**src/rtl/mc_dp_regs.sv**
```systemverilog
// Inter-state register file of the multicycle MIPS datapath: PC, IR, MDR, A, B, ALUOut,
// memory address mux and IR field decode, all driven by the control-unit strobes.
module mc_dp_regs #(
    parameter int              WIDTH    = 32,
    parameter logic [WIDTH-1:0] RESET_PC = 32'h0000_0000
) (
    input  logic             CLK,
    input  logic             RST,
    input  logic             PCWr,
    input  logic             PCWrCond,
    input  logic             IorD,
    input  logic             IRWr,
    input  logic [1:0]       PCSrc,
    input  logic             Zero,
    input  logic [WIDTH-1:0] ALUResult,
    input  logic [WIDTH-1:0] MemData,
    input  logic [WIDTH-1:0] RegRdA,
    input  logic [WIDTH-1:0] RegRdB,
    output logic [WIDTH-1:0] PC,
    output logic [WIDTH-1:0] MemAddr,
    output logic [WIDTH-1:0] IR,
    output logic [WIDTH-1:0] MDR,
    output logic [WIDTH-1:0] A,
    output logic [WIDTH-1:0] B,
    output logic [WIDTH-1:0] ALUOut,
    output logic [5:0]       Op,
    output logic [4:0]       Rs,
    output logic [4:0]       Rt,
    output logic [4:0]       Rd,
    output logic [WIDTH-1:0] ImmSE,
    output logic [WIDTH-1:0] ImmSL2,
    output logic             AddrErr
);

    localparam logic [1:0] SRC_ALU  = 2'b00;
    localparam logic [1:0] SRC_ALUO = 2'b01;
    localparam logic [1:0] SRC_JMP  = 2'b10;

    function automatic logic [WIDTH-1:0] sext16(input logic [15:0] v);
        return {{(WIDTH-16){v[15]}}, v};
    endfunction

    function automatic logic [WIDTH-1:0] jump_target(input logic [WIDTH-1:0] pc,
                                                     input logic [WIDTH-1:0] ir);
        return {pc[WIDTH-1:WIDTH-4], ir[25:0], 2'b00};
    endfunction

    function automatic logic is_misaligned(input logic [WIDTH-1:0] addr);
        return (addr[1:0] != 2'b00);
    endfunction

    function automatic logic [WIDTH-1:0] word_align(input logic [WIDTH-1:0] addr);
        return {addr[WIDTH-1:2], 2'b00};
    endfunction

    logic [WIDTH-1:0] pc_r;
    logic [WIDTH-1:0] ir_r;
    logic [WIDTH-1:0] mdr_r;
    logic [WIDTH-1:0] a_r;
    logic [WIDTH-1:0] b_r;
    logic [WIDTH-1:0] aluout_r;
    logic             addr_err_r;

    logic             pcen_s;
    logic             src_valid_s;
    logic [WIDTH-1:0] target_s;
    logic             pc_load_s;
    logic             misalign_s;
    logic [WIDTH-1:0] imm_se_s;

    // Next-PC source select; the reserved encoding suppresses the write entirely.
    always_comb begin
        target_s    = pc_r;
        src_valid_s = 1'b0;
        case (PCSrc)
            SRC_ALU: begin
                target_s    = ALUResult;
                src_valid_s = 1'b1;
            end
            SRC_ALUO: begin
                target_s    = aluout_r;
                src_valid_s = 1'b1;
            end
            SRC_JMP: begin
                target_s    = jump_target(pc_r, ir_r);
                src_valid_s = 1'b1;
            end
            default: begin
                target_s    = pc_r;
                src_valid_s = 1'b0;
            end
        endcase
    end

    // Write enable is an OR of the two strobes, not a priority between them.
    always_comb begin
        pcen_s     = PCWr | (PCWrCond & Zero);
        pc_load_s  = pcen_s & src_valid_s;
        misalign_s = pc_load_s & is_misaligned(target_s);
    end

    // Program counter and sticky misalignment flag.
    always_ff @(posedge CLK) begin
        if (RST) begin
            pc_r       <= RESET_PC;
            addr_err_r <= 1'b0;
        end else begin
            if (pc_load_s) begin
                pc_r <= word_align(target_s);
            end else begin
                pc_r <= pc_r;
            end
            if (misalign_s) begin
                addr_err_r <= 1'b1;
            end else begin
                addr_err_r <= addr_err_r;
            end
        end
    end

    // Instruction register, loaded only on fetch.
    always_ff @(posedge CLK) begin
        if (RST) begin
            ir_r <= {WIDTH{1'b0}};
        end else if (IRWr) begin
            ir_r <= MemData;
        end else begin
            ir_r <= ir_r;
        end
    end

    // Free-running inter-state latches: captured every cycle.
    always_ff @(posedge CLK) begin
        if (RST) begin
            mdr_r    <= {WIDTH{1'b0}};
            a_r      <= {WIDTH{1'b0}};
            b_r      <= {WIDTH{1'b0}};
            aluout_r <= {WIDTH{1'b0}};
        end else begin
            mdr_r    <= MemData;
            a_r      <= RegRdA;
            b_r      <= RegRdB;
            aluout_r <= ALUResult;
        end
    end

    // Instruction field decode; the shifted offset wraps to 32 bits.
    always_comb begin
        imm_se_s = sext16(ir_r[15:0]);
        Op       = ir_r[31:26];
        Rs       = ir_r[25:21];
        Rt       = ir_r[20:16];
        Rd       = ir_r[15:11];
        ImmSE    = imm_se_s;
        ImmSL2   = {imm_se_s[WIDTH-3:0], 2'b00};
    end

    // Memory address uses registered sources only, so it is glitch-free per state.
    always_comb begin
        if (IorD) begin
            MemAddr = aluout_r;
        end else begin
            MemAddr = pc_r;
        end
    end

    assign PC      = pc_r;
    assign IR      = ir_r;
    assign MDR     = mdr_r;
    assign A       = a_r;
    assign B       = b_r;
    assign ALUOut  = aluout_r;
    assign AddrErr = addr_err_r;

endmodule

```
**config.mk**
```make
export PLATFORM = sky130hd
export DESIGN_NAME = mc_dp_regs
export DESIGN_NICKNAME = d
export VERILOG_FILES = /design/src/rtl/mc_dp_regs.sv
export SDC_FILE = /design/constraint.sdc
export NUM_CORES = 1
export LEC_CHECK = 0
export BUFFER_PORTS_ARGS = -buffer_cell sky130_fd_sc_hd__buf_2
export CORE_AREA = 2 2 173 175
export DETAILED_ROUTE_END_ITERATION = 10
export DIE_AREA = 0 0 175 177
export GPL_TIMING_DRIVEN = 0
export SLEW_MARGIN = 10
export SYNTH_ARGS = -nofsm -noshare
export SYNTH_HDL_FRONTEND = slang
export SYNTH_SLANG_ARGS = --single-unit
```
**constraint.sdc**
```tcl
create_clock -name CLK -period 1.3 [get_ports CLK]
set_input_delay 0.195 -clock CLK [delete_from_list [all_inputs] [get_ports CLK]]
set_output_delay 0.195 -clock CLK [all_outputs]
set_load 0.03 [all_outputs]
```
Word-level counts from Yosys, hierarchy flattened
Cells that the tools add are included.

Output and inout bits: 310. Latch bits: 0. Memory bits (writable): 0. Input bits: 137. Flip-flop bits (word level): 191. Memories: 0. Bits in read-only memories: 0.

Equal/unequal tests: 2. Multipliers: 0. Reductions and logical operators: 7. Divide/modulo/power cells: 0. $lt $le $gt $ge: 0. Add/subtract/negate cells: 0. Muxes and demuxes: 3. Bitwise operators: 5. Shifts and indexed selects: 0.

Operator list (count): 32-bit one-hot mux with 3 select lines (1); 32-bit two-way mux (1); 2-bit nonzero test (2); 1-bit AND (3); 3-bit AND reduction (1); 3-bit nonzero test (1); 3-bit OR reduction (1); 2-bit by 1-bit equality test with 1-bit output (second input constant) (1); 2-bit equality test (second input constant) (1); 2-bit logical NOT (1); 2-bit AND reduction (1); 1-bit two-way mux (1); 1-bit NOT (1); 1-bit bitwise OR (1).

Logic depth before layout (Yosys ltp)
Gate-level depths: netlist of the first run.

Depth after elaboration: 5. Depth in mapped cells: 6. Mapped depth without buffers: 4.

Worst setup path after synthesis of the first run
Ideal clock, no wire load.

Path type: flip-flop to flip-flop. Start point: reg ir_r[15] (netlist: IR[15]). End point: reg pc_r[17] (netlist: PC[17]). Data arrival time: 1460 ps. Setup slack: -230 ps. Setup time: 70 ps. Clock period less this slack: 1530 ps. Data required time: 1230 ps. Cell stages (with the launch flop): 5. Path through: dfxtp_1 -> nand2b_1 -> a21oi_1 -> o21ai_1 -> a21oi_1.

Word-level cells in the longest chain between the ends: 1.

RTL lines: start: declaration (RTL line 57) `logic [WIDTH-1:0] ir_r;`; start signal: assignment (RTL line 124) `ir_r <= {WIDTH{1'b0}};`; start signal: assignment (RTL line 126) `ir_r <= MemData;`; start signal: assignment (RTL line 128) `ir_r <= ir_r;`; 32-bit one-hot mux with 3 select lines (RTL line 75) `case (PCSrc)`; end signal: assignment (RTL line 109) `pc_r <= word_align(target_s);`; end signal: assignment (RTL line 111) `pc_r <= pc_r;`; end: declaration (RTL line 56) `logic [WIDTH-1:0] pc_r;`.

No other way between the ends. A chain may end at the register's enable or synchronous reset.

Final worst setup path of the first run
Start point: reg ir_r[15] (netlist: IR[15]). End point: out ImmSE[20].

RTL lines: end: declaration (RTL line 30) `output logic [WIDTH-1:0] ImmSE,`.

No word-level cell between the ends.

==> impl_metrics.env, run 1 <==
export IMPL_status="finished with violations"
export IMPL_violations="negative setup slack"
export IMPL_routed_wirelength_mm=30.8
export IMPL_p_switching_w=0.00504
export IMPL_firstDrtPassIters=4
export IMPL_fin_skew_ps=16.6
export IMPL_hold_viol=0
export IMPL_hold_path_end="ALUOut[24]$_SDFF_PP0_"
export IMPL_synth_fa_ha_area_share_pct=0
export IMPL_synth_top_area_cell="dfxtp_1"
export IMPL_grt_pass1_wl_mm=43.3
export IMPL_synth_area_leaders="dfxtp_1, nor2b_1, buf_4"
export IMPL_fin_ws_ps=-113
export IMPL_cts_tree="done"
export IMPL_grt_start_max_net_pins=19
export IMPL_nNetsFinal=1488
export IMPL_cp_end_kind="output port"
export IMPL_numPlacedInstances=1556
export IMPL_worst_r2r_path_depth=4
export IMPL_routedWlPerCell_um=17.6
export IMPL_place_hpwl_mm=21.3
export IMPL_syn_to_final_growth_pct=79.4
export IMPL_grt_pass1_vias=7215
export IMPL_whs_path_depth=2
export IMPL_rows=63
export IMPL_synth_compound_area_share_pct=6.16
export IMPL_via_per_inst=4.15
export IMPL_maxCapViolCount=0
export IMPL_grt_util_all_layers_pct=18.8
export IMPL_p_sw_share_pct=31.5
export IMPL_fmax_ghz=0.708
export IMPL_cts_root_buf="clkbuf_16"
export IMPL_synth_seq_cells=191
export IMPL_port_buffers=438
export IMPL_p_comb_share_pct=25.1
export IMPL_crit_required_ps=1110
export IMPL_syn_area_per_cell_um2=10.2
export IMPL_antenna_found_initial=0
export IMPL_p_int_w=0.0109
export IMPL_tightest_slew_ps=904
export IMPL_rr_endpoint="PC[25]$_SDFFE_PP0P_"
export IMPL_clk_pin_slew_ps=80
export IMPL_dieArea_mm2=0.0310
export IMPL_period_needed_ps=1410
export IMPL_cts_buffers=17
export IMPL_power_frac_clock_pct=34.8
export IMPL_final_cells=1754
export IMPL_yosysUniqueCellTypes=21
export IMPL_cts_htree_levels=4
export IMPL_diodes=0
export IMPL_vias=7285
export IMPL_synthTopCellsByCount="dfxtp_1, nor2b_1, buf_4, a21oi_1, mux2_1"
export IMPL_start_util_pct=25.2
export IMPL_p_per_area_mw_per_mm2=1210
export IMPL_synth_top_family_by_area="simple AND/OR/NAND/NOR gates"
export IMPL_antenna_left=0
export IMPL_clock_latency_ps=430
export IMPL_fp_dieH_um=177
export IMPL_finalMaxSlewViolations=0
export IMPL_finalSetupViolations=64
export IMPL_synthCells=725
export IMPL_total_leakage_power_nw=6.51
export IMPL_seq_area_frac_synth_pct=51.8
export IMPL_drtIter0Drc=211
export IMPL_place_gp_congestion=0.779
export IMPL_die_w_um=175
export IMPL_ios=447
export IMPL_synth_most_common_cell="dfxtp_1"
export IMPL_min_delay_start="ALUResult[24]"
export IMPL_synth_ff_type="dfxtp_1"
export IMPL_p_seq_share_pct=40.1
export IMPL_yosys_area_share_simple_pct=16.6
export IMPL_ys_async_sr_fraction_pct=0
export IMPL_yosysTopAreaCellShare_pct=51.8
export IMPL_r2r_start="ALUOut[25]$_SDFF_PP0_"
export IMPL_worstHoldPathType="input port to flip-flop"
export IMPL_rsz0062_at_grt="yes"
export IMPL_slew_headroom_pct=39.5
export IMPL_reg2reg_slack_ps=180
export IMPL_coreArea_mm2=0.0292
export IMPL_fin_crit_sh_pct=109
export IMPL_hold_ws_ps=8.94
export IMPL_startpoint_type="flip-flop"
export IMPL_ctsLongestPathBuffers=2
export IMPL_drc=0
export IMPL_cp_data_arrival_time_ps=1220
export IMPL_synth_edf_count=0
export IMPL_grt_overflow=0
export IMPL_synth_mux_area_fraction_pct=13.4
export IMPL_synth_xor_area_share_pct=0
export IMPL_worstPathMaxFanout=18
export IMPL_drive_gt1_share_pct=55.7
export IMPL_worstSetupPathType="flip-flop to output port"
export IMPL_vdd_drop_max_mv=0.873
export IMPL_ys_warn_count=0
export IMPL_clock_sinks=191
export IMPL_netlist_area_mm2=0.00738
critical path: stages (launching register included):
cell and delay, ps:
dfxtp_4 370, buf_12 150, buf_4 130, buf_6 130
kinds of logic after synthesis:
group | count (synthesis)
AO/OA/AOI/OAI | 86
buffers and inverters | 133
flip-flops | 191
multiplexers | 92
other | 1
AND/OR/NAND/NOR | 222
metal layers:
metal / part of all wire, % / wire, um / up-vias / GRT usage, %
met2: 53 / 16300 / 305 / 35.8
met5: 0 / 0 / - / 0
met1: 39 / 11900 / 3442 / 20.5
met4: 1.6 / 498 / 0 / 5.49
met3: 6.9 / 2130 / 21 / 4.64
li1: - / - / 3517 / -
worst max path at each step:
| stage | end | slack, ps | cells after the start | start |
|---|---|---|---|---|
| after floorplan | MemAddr[10] | 60 | 3 | IorD |
| after detailed placement | MemAddr[29] | -660 | 4 | IorD |
| final | ImmSE[20] | -110 | 3 | IR[15]$_SDFFE_PP0P_ |
| after global routing | ImmSE[20] | -150 | 3 | IR[15]$_SDFFE_PP0P_ |
| after CTS | MemAddr[29] | -120 | 2 | PC[29]$_SDFFE_PP0P_ |
| after global placement | MemAddr[14] | -670 | 4 | IorD |
layout by cell type (no fill, tap or decap), types with 8 or more instances in the layout:
cell | synthesis | routed
buf_2 | 9 | 313
buf_4 | 88 | 159
nor2b_1 | 128 | 128
buf_6 | 5 | 109
dlygate4sd3_1 | 0 | 109
dfxtp_1 | 191 | 98
dfxtp_2 | 0 | 75
a21oi_1 | 54 | 54
nor2_1 | 39 | 39
mux2i_1 | 36 | 36
nand2b_1 | 26 | 26
o21ai_1 | 26 | 26
nand2_1 | 26 | 26
mux2_4 | 0 | 25
mux2_1 | 40 | 24
clkbuf_1 | 23 | 20
dfxtp_4 | 0 | 18
clkbuf_16 | 0 | 17
clkbuf_4 | 0 | 13
buf_1 | 8 | 8
sequential cells by signal, summed over array words and instances (netlist names):
| name | flops |
|---|---|
| PC | 30 |
| A | 32 |
| B | 32 |
| ALUOut | 32 |
| IR | 32 |
| MDR | 32 |
| AddrErr | 1 |
power by group through the flow:
stage	Combinational (W)	Sequential, W	Clock, W
detailed placement	0.00313	0.00656	0
global route	0.00421	0.00645	0.00593
CTS	0.00393	0.00642	0.00570
floorplan	0.00139	0.00718	0
global placement	0.00311	0.00655	0
finish	0.00401	0.00641	0.00557
area by class of cell:
type	instances	area (um2)
Multi-Input combinational cell	404	2780
Tap cell	390	488
Timing Repair Buffer	604	4410
Clock inverter	13	171
Clock buffer	19	443
Buffer	133	953
Fill cell	2719	16000
Sequential cell	191	3990
metrics by stage:
stage,power [W],setup TNS (ps),utilization (%),setup WS (ps),cell area [um2]
after floorplan,0.00858,0,-,61.2,7390
after global placement,0.00966,-61340,34.4,-670,10100
after detailed placement,0.00969,-63230,34.4,-655,10100
after CTS,0.0161,-6320,44.5,-122,13000
after global routing,0.0166,-7380,45.3,-147,13200
final,0.0160,-5210,45.3,-113,13200
what timing repair did:
action                                  in CTS  in global routing
endpoints found under the setup margin     127                117
buffers inserted                            49                  8
cloned                                       0                  0
hold endpoints to repair                   117                  0
hold buffers                               109                  0
gates resized for setup                    327                 70
No activity file was read; power rests on OpenSTA's default activity.
==> inputs of run 2 (changes only) <==
--- a/config.mk
+++ b/config.mk
@@ -6,9 +6,9 @@
 export NUM_CORES = 1
 export LEC_CHECK = 0
 export BUFFER_PORTS_ARGS = -buffer_cell sky130_fd_sc_hd__buf_2
-export CORE_AREA = 2 2 173 175
+export CORE_AREA = 2 2 172 174
 export DETAILED_ROUTE_END_ITERATION = 10
-export DIE_AREA = 0 0 175 177
+export DIE_AREA = 0 0 174 176
 export GPL_TIMING_DRIVEN = 0
 export SLEW_MARGIN = 10
 export SYNTH_ARGS = -nofsm -noshare
==> run 2 against run 1 <==
  * The run still ends with negative setup slack left
  * Maximum frequency is 1.4% lower
  * Critical endpoint is now ImmSL2[19]
  * Highest routed layer unchanged
  * Die area down 1.1%
  * Largest cell class unchanged
  * Wire length is 2.1% higher
  * Largest power group unchanged
  * Final area up 2.7%
==> impl_metrics.env, run 2 (synthesis results as in run 1) <==
export IMPL_status="finished with violations"
export IMPL_violations="negative setup slack"
export IMPL_crit_required_ps=1110
export IMPL_diodes=0
export IMPL_clock_sinks=191
export IMPL_p_int_w=0.0112
export IMPL_cts_tree="done"
export IMPL_regArea_mm2=0.00400
export IMPL_p_per_area_mw_per_mm2=1200
export IMPL_final_cells=1759
export IMPL_startpoint_type="flip-flop"
export IMPL_coreArea_mm2=0.0285
export IMPL_finalMaxSlewViolations=0
export IMPL_syn_to_final_growth_pct=84.3
export IMPL_grt_pass1_wl_mm=45.5
export IMPL_rsz0062_at_grt="yes"
export IMPL_clock_latency_ps=440
export IMPL_drtIter0Drc=285
export IMPL_clk_pin_slew_ps=80
export IMPL_routedWlPerCell_um=17.9
export IMPL_start_util_pct=25.8
export IMPL_place_hpwl_mm=21.4
export IMPL_routed_wirelength_mm=31.5
export IMPL_cp_data_arrival_time_ps=1240
export IMPL_period_needed_ps=1430
export IMPL_cp_end_kind="output port"
export IMPL_p_comb_share_pct=25.3
export IMPL_grt_util_all_layers_pct=19.8
export IMPL_grt_pass1_vias=7518
export IMPL_die_w_um=174
export IMPL_dp_worst_setup_slack_ps=-631
export IMPL_antenna_left=0
export IMPL_numPlacedInstances=1550
export IMPL_vdd_drop_max_mv=0.692
export IMPL_cts_htree_levels=4
export IMPL_port_buffers=438
export IMPL_multi_input_area_mm2=0.00278
export IMPL_fp_dieH_um=176
export IMPL_p_seq_share_pct=39.4
export IMPL_worstSetupPathType="flip-flop to output port"
export IMPL_layout_common_cells="buf_2, buf_6, buf_4"
export IMPL_nNetsFinal=1499
export IMPL_n_fill_cell=2617
export IMPL_vias=7371
export IMPL_ctsLongestPathBuffers=2
export IMPL_total_leakage_power_nw=6.61
export IMPL_p_switching_w=0.00506
export IMPL_final_common_cell="buf_2"
export IMPL_power_frac_clock_pct=35.2
export IMPL_hold_viol=0
export IMPL_total_power_w=0.0163
export IMPL_tightest_slew_ps=901
export IMPL_fin_skew_ps=12.0
export IMPL_rows=62
export IMPL_cts_buffers=17
export IMPL_fin_crit_sh_pct=110
export IMPL_ios=447
export IMPL_drc=0
export IMPL_reg2reg_slack_ps=130
export IMPL_fin_ws_ps=-133
export IMPL_hold_ws_ps=8.96
export IMPL_antenna_found_initial=0
export IMPL_grt_overflow=0
export IMPL_slew_headroom_pct=39.7
export IMPL_worstPathMaxFanout=18
export IMPL_cts_root_buf="clkbuf_16"
export IMPL_firstDrtPassIters=4
export IMPL_maxCapViolCount=0
export IMPL_p_sw_share_pct=31.1
export IMPL_dieArea_mm2=0.0306
export IMPL_worstHoldPathType="input port to flip-flop"
export IMPL_via_per_inst=4.19
export IMPL_fmax_ghz=0.698
export IMPL_place_gp_congestion=0.789
export IMPL_drive_gt1_share_pct=55.3
export IMPL_finalSetupViolations=64
export IMPL_grt_start_max_net_pins=19
-- run 2: power groups by stage --
| stage | clock network [W] | logic, W | registers (W) |
|---|---|---|---|
| after CTS | 0.00587 | 0.00403 | 0.00641 |
| after floorplan | 0 | 0.00139 | 0.00718 |
| after global placement | 0 | 0.00311 | 0.00657 |
| after detailed placement | 0 | 0.00312 | 0.00657 |
| final | 0.00573 | 0.00412 | 0.00641 |
| after global routing | 0.00612 | 0.00434 | 0.00645 |
-- run 2: final timing paths --
kind                            start                   to  cells after the start
hold / removal             RegRdB[25]     B[25]$_SDFF_PP0_                      2
setup reg to reg  IR[15]$_SDFFE_PP0P_  PC[17]$_SDFFE_PP0P_                      6
hold reg to reg   PC[21]$_SDFFE_PP0P_  PC[21]$_SDFFE_PP0P_                      2
setup / recovery  IR[15]$_SDFFE_PP0P_           ImmSL2[19]                      3
-- run 2: layer usage --
layer	vias to the layer above	routed length, um	global-route usage [%]
met5	-	0	0
met2	339	16200	36.6
met3	37	2150	4.95
li1	3541	-	-
met4	0	762	6.79
met1	3454	12400	22.1
-- run 2: through the flow --
step / instance area (um2) / utilization, % / TNS [ps]
final: 13600 / 47.6 / -5820
after global routing: 13600 / 47.6 / -9110
after CTS: 13300 / 46.7 / -6830
after detailed placement: 10100 / 35.2 / -68070
after global placement: 10100 / 35.2 / -62380
after floorplan: 7390 / - / 0
-- run 2: area by class of cell --
type | count | area share (%)
clock buffers | 18 | 3.23
well taps | 384 | 3.54
flip-flops and latches | 191 | 29.5
multi-input cells | 404 | 20.4
repair buffers | 616 | 34.3
clock inverters | 14 | 1.46
plain buffers | 132 | 7.54
-- run 2: worst max-delay path, stage by stage (launching register included) --
cell	delay (ps)
dfxtp_4	380
buf_12	160
buf_4	130
buf_6	120
-- run 2: what timing repair did --
action / CTS / global route
setup endpoints to repair: 137 / 132
hold buffers: 117 / 0
pin swaps: 0 / 0
endpoints found under the hold margin: 134 / 0
setup buffers: 56 / 5
resized for setup: 384 / 88
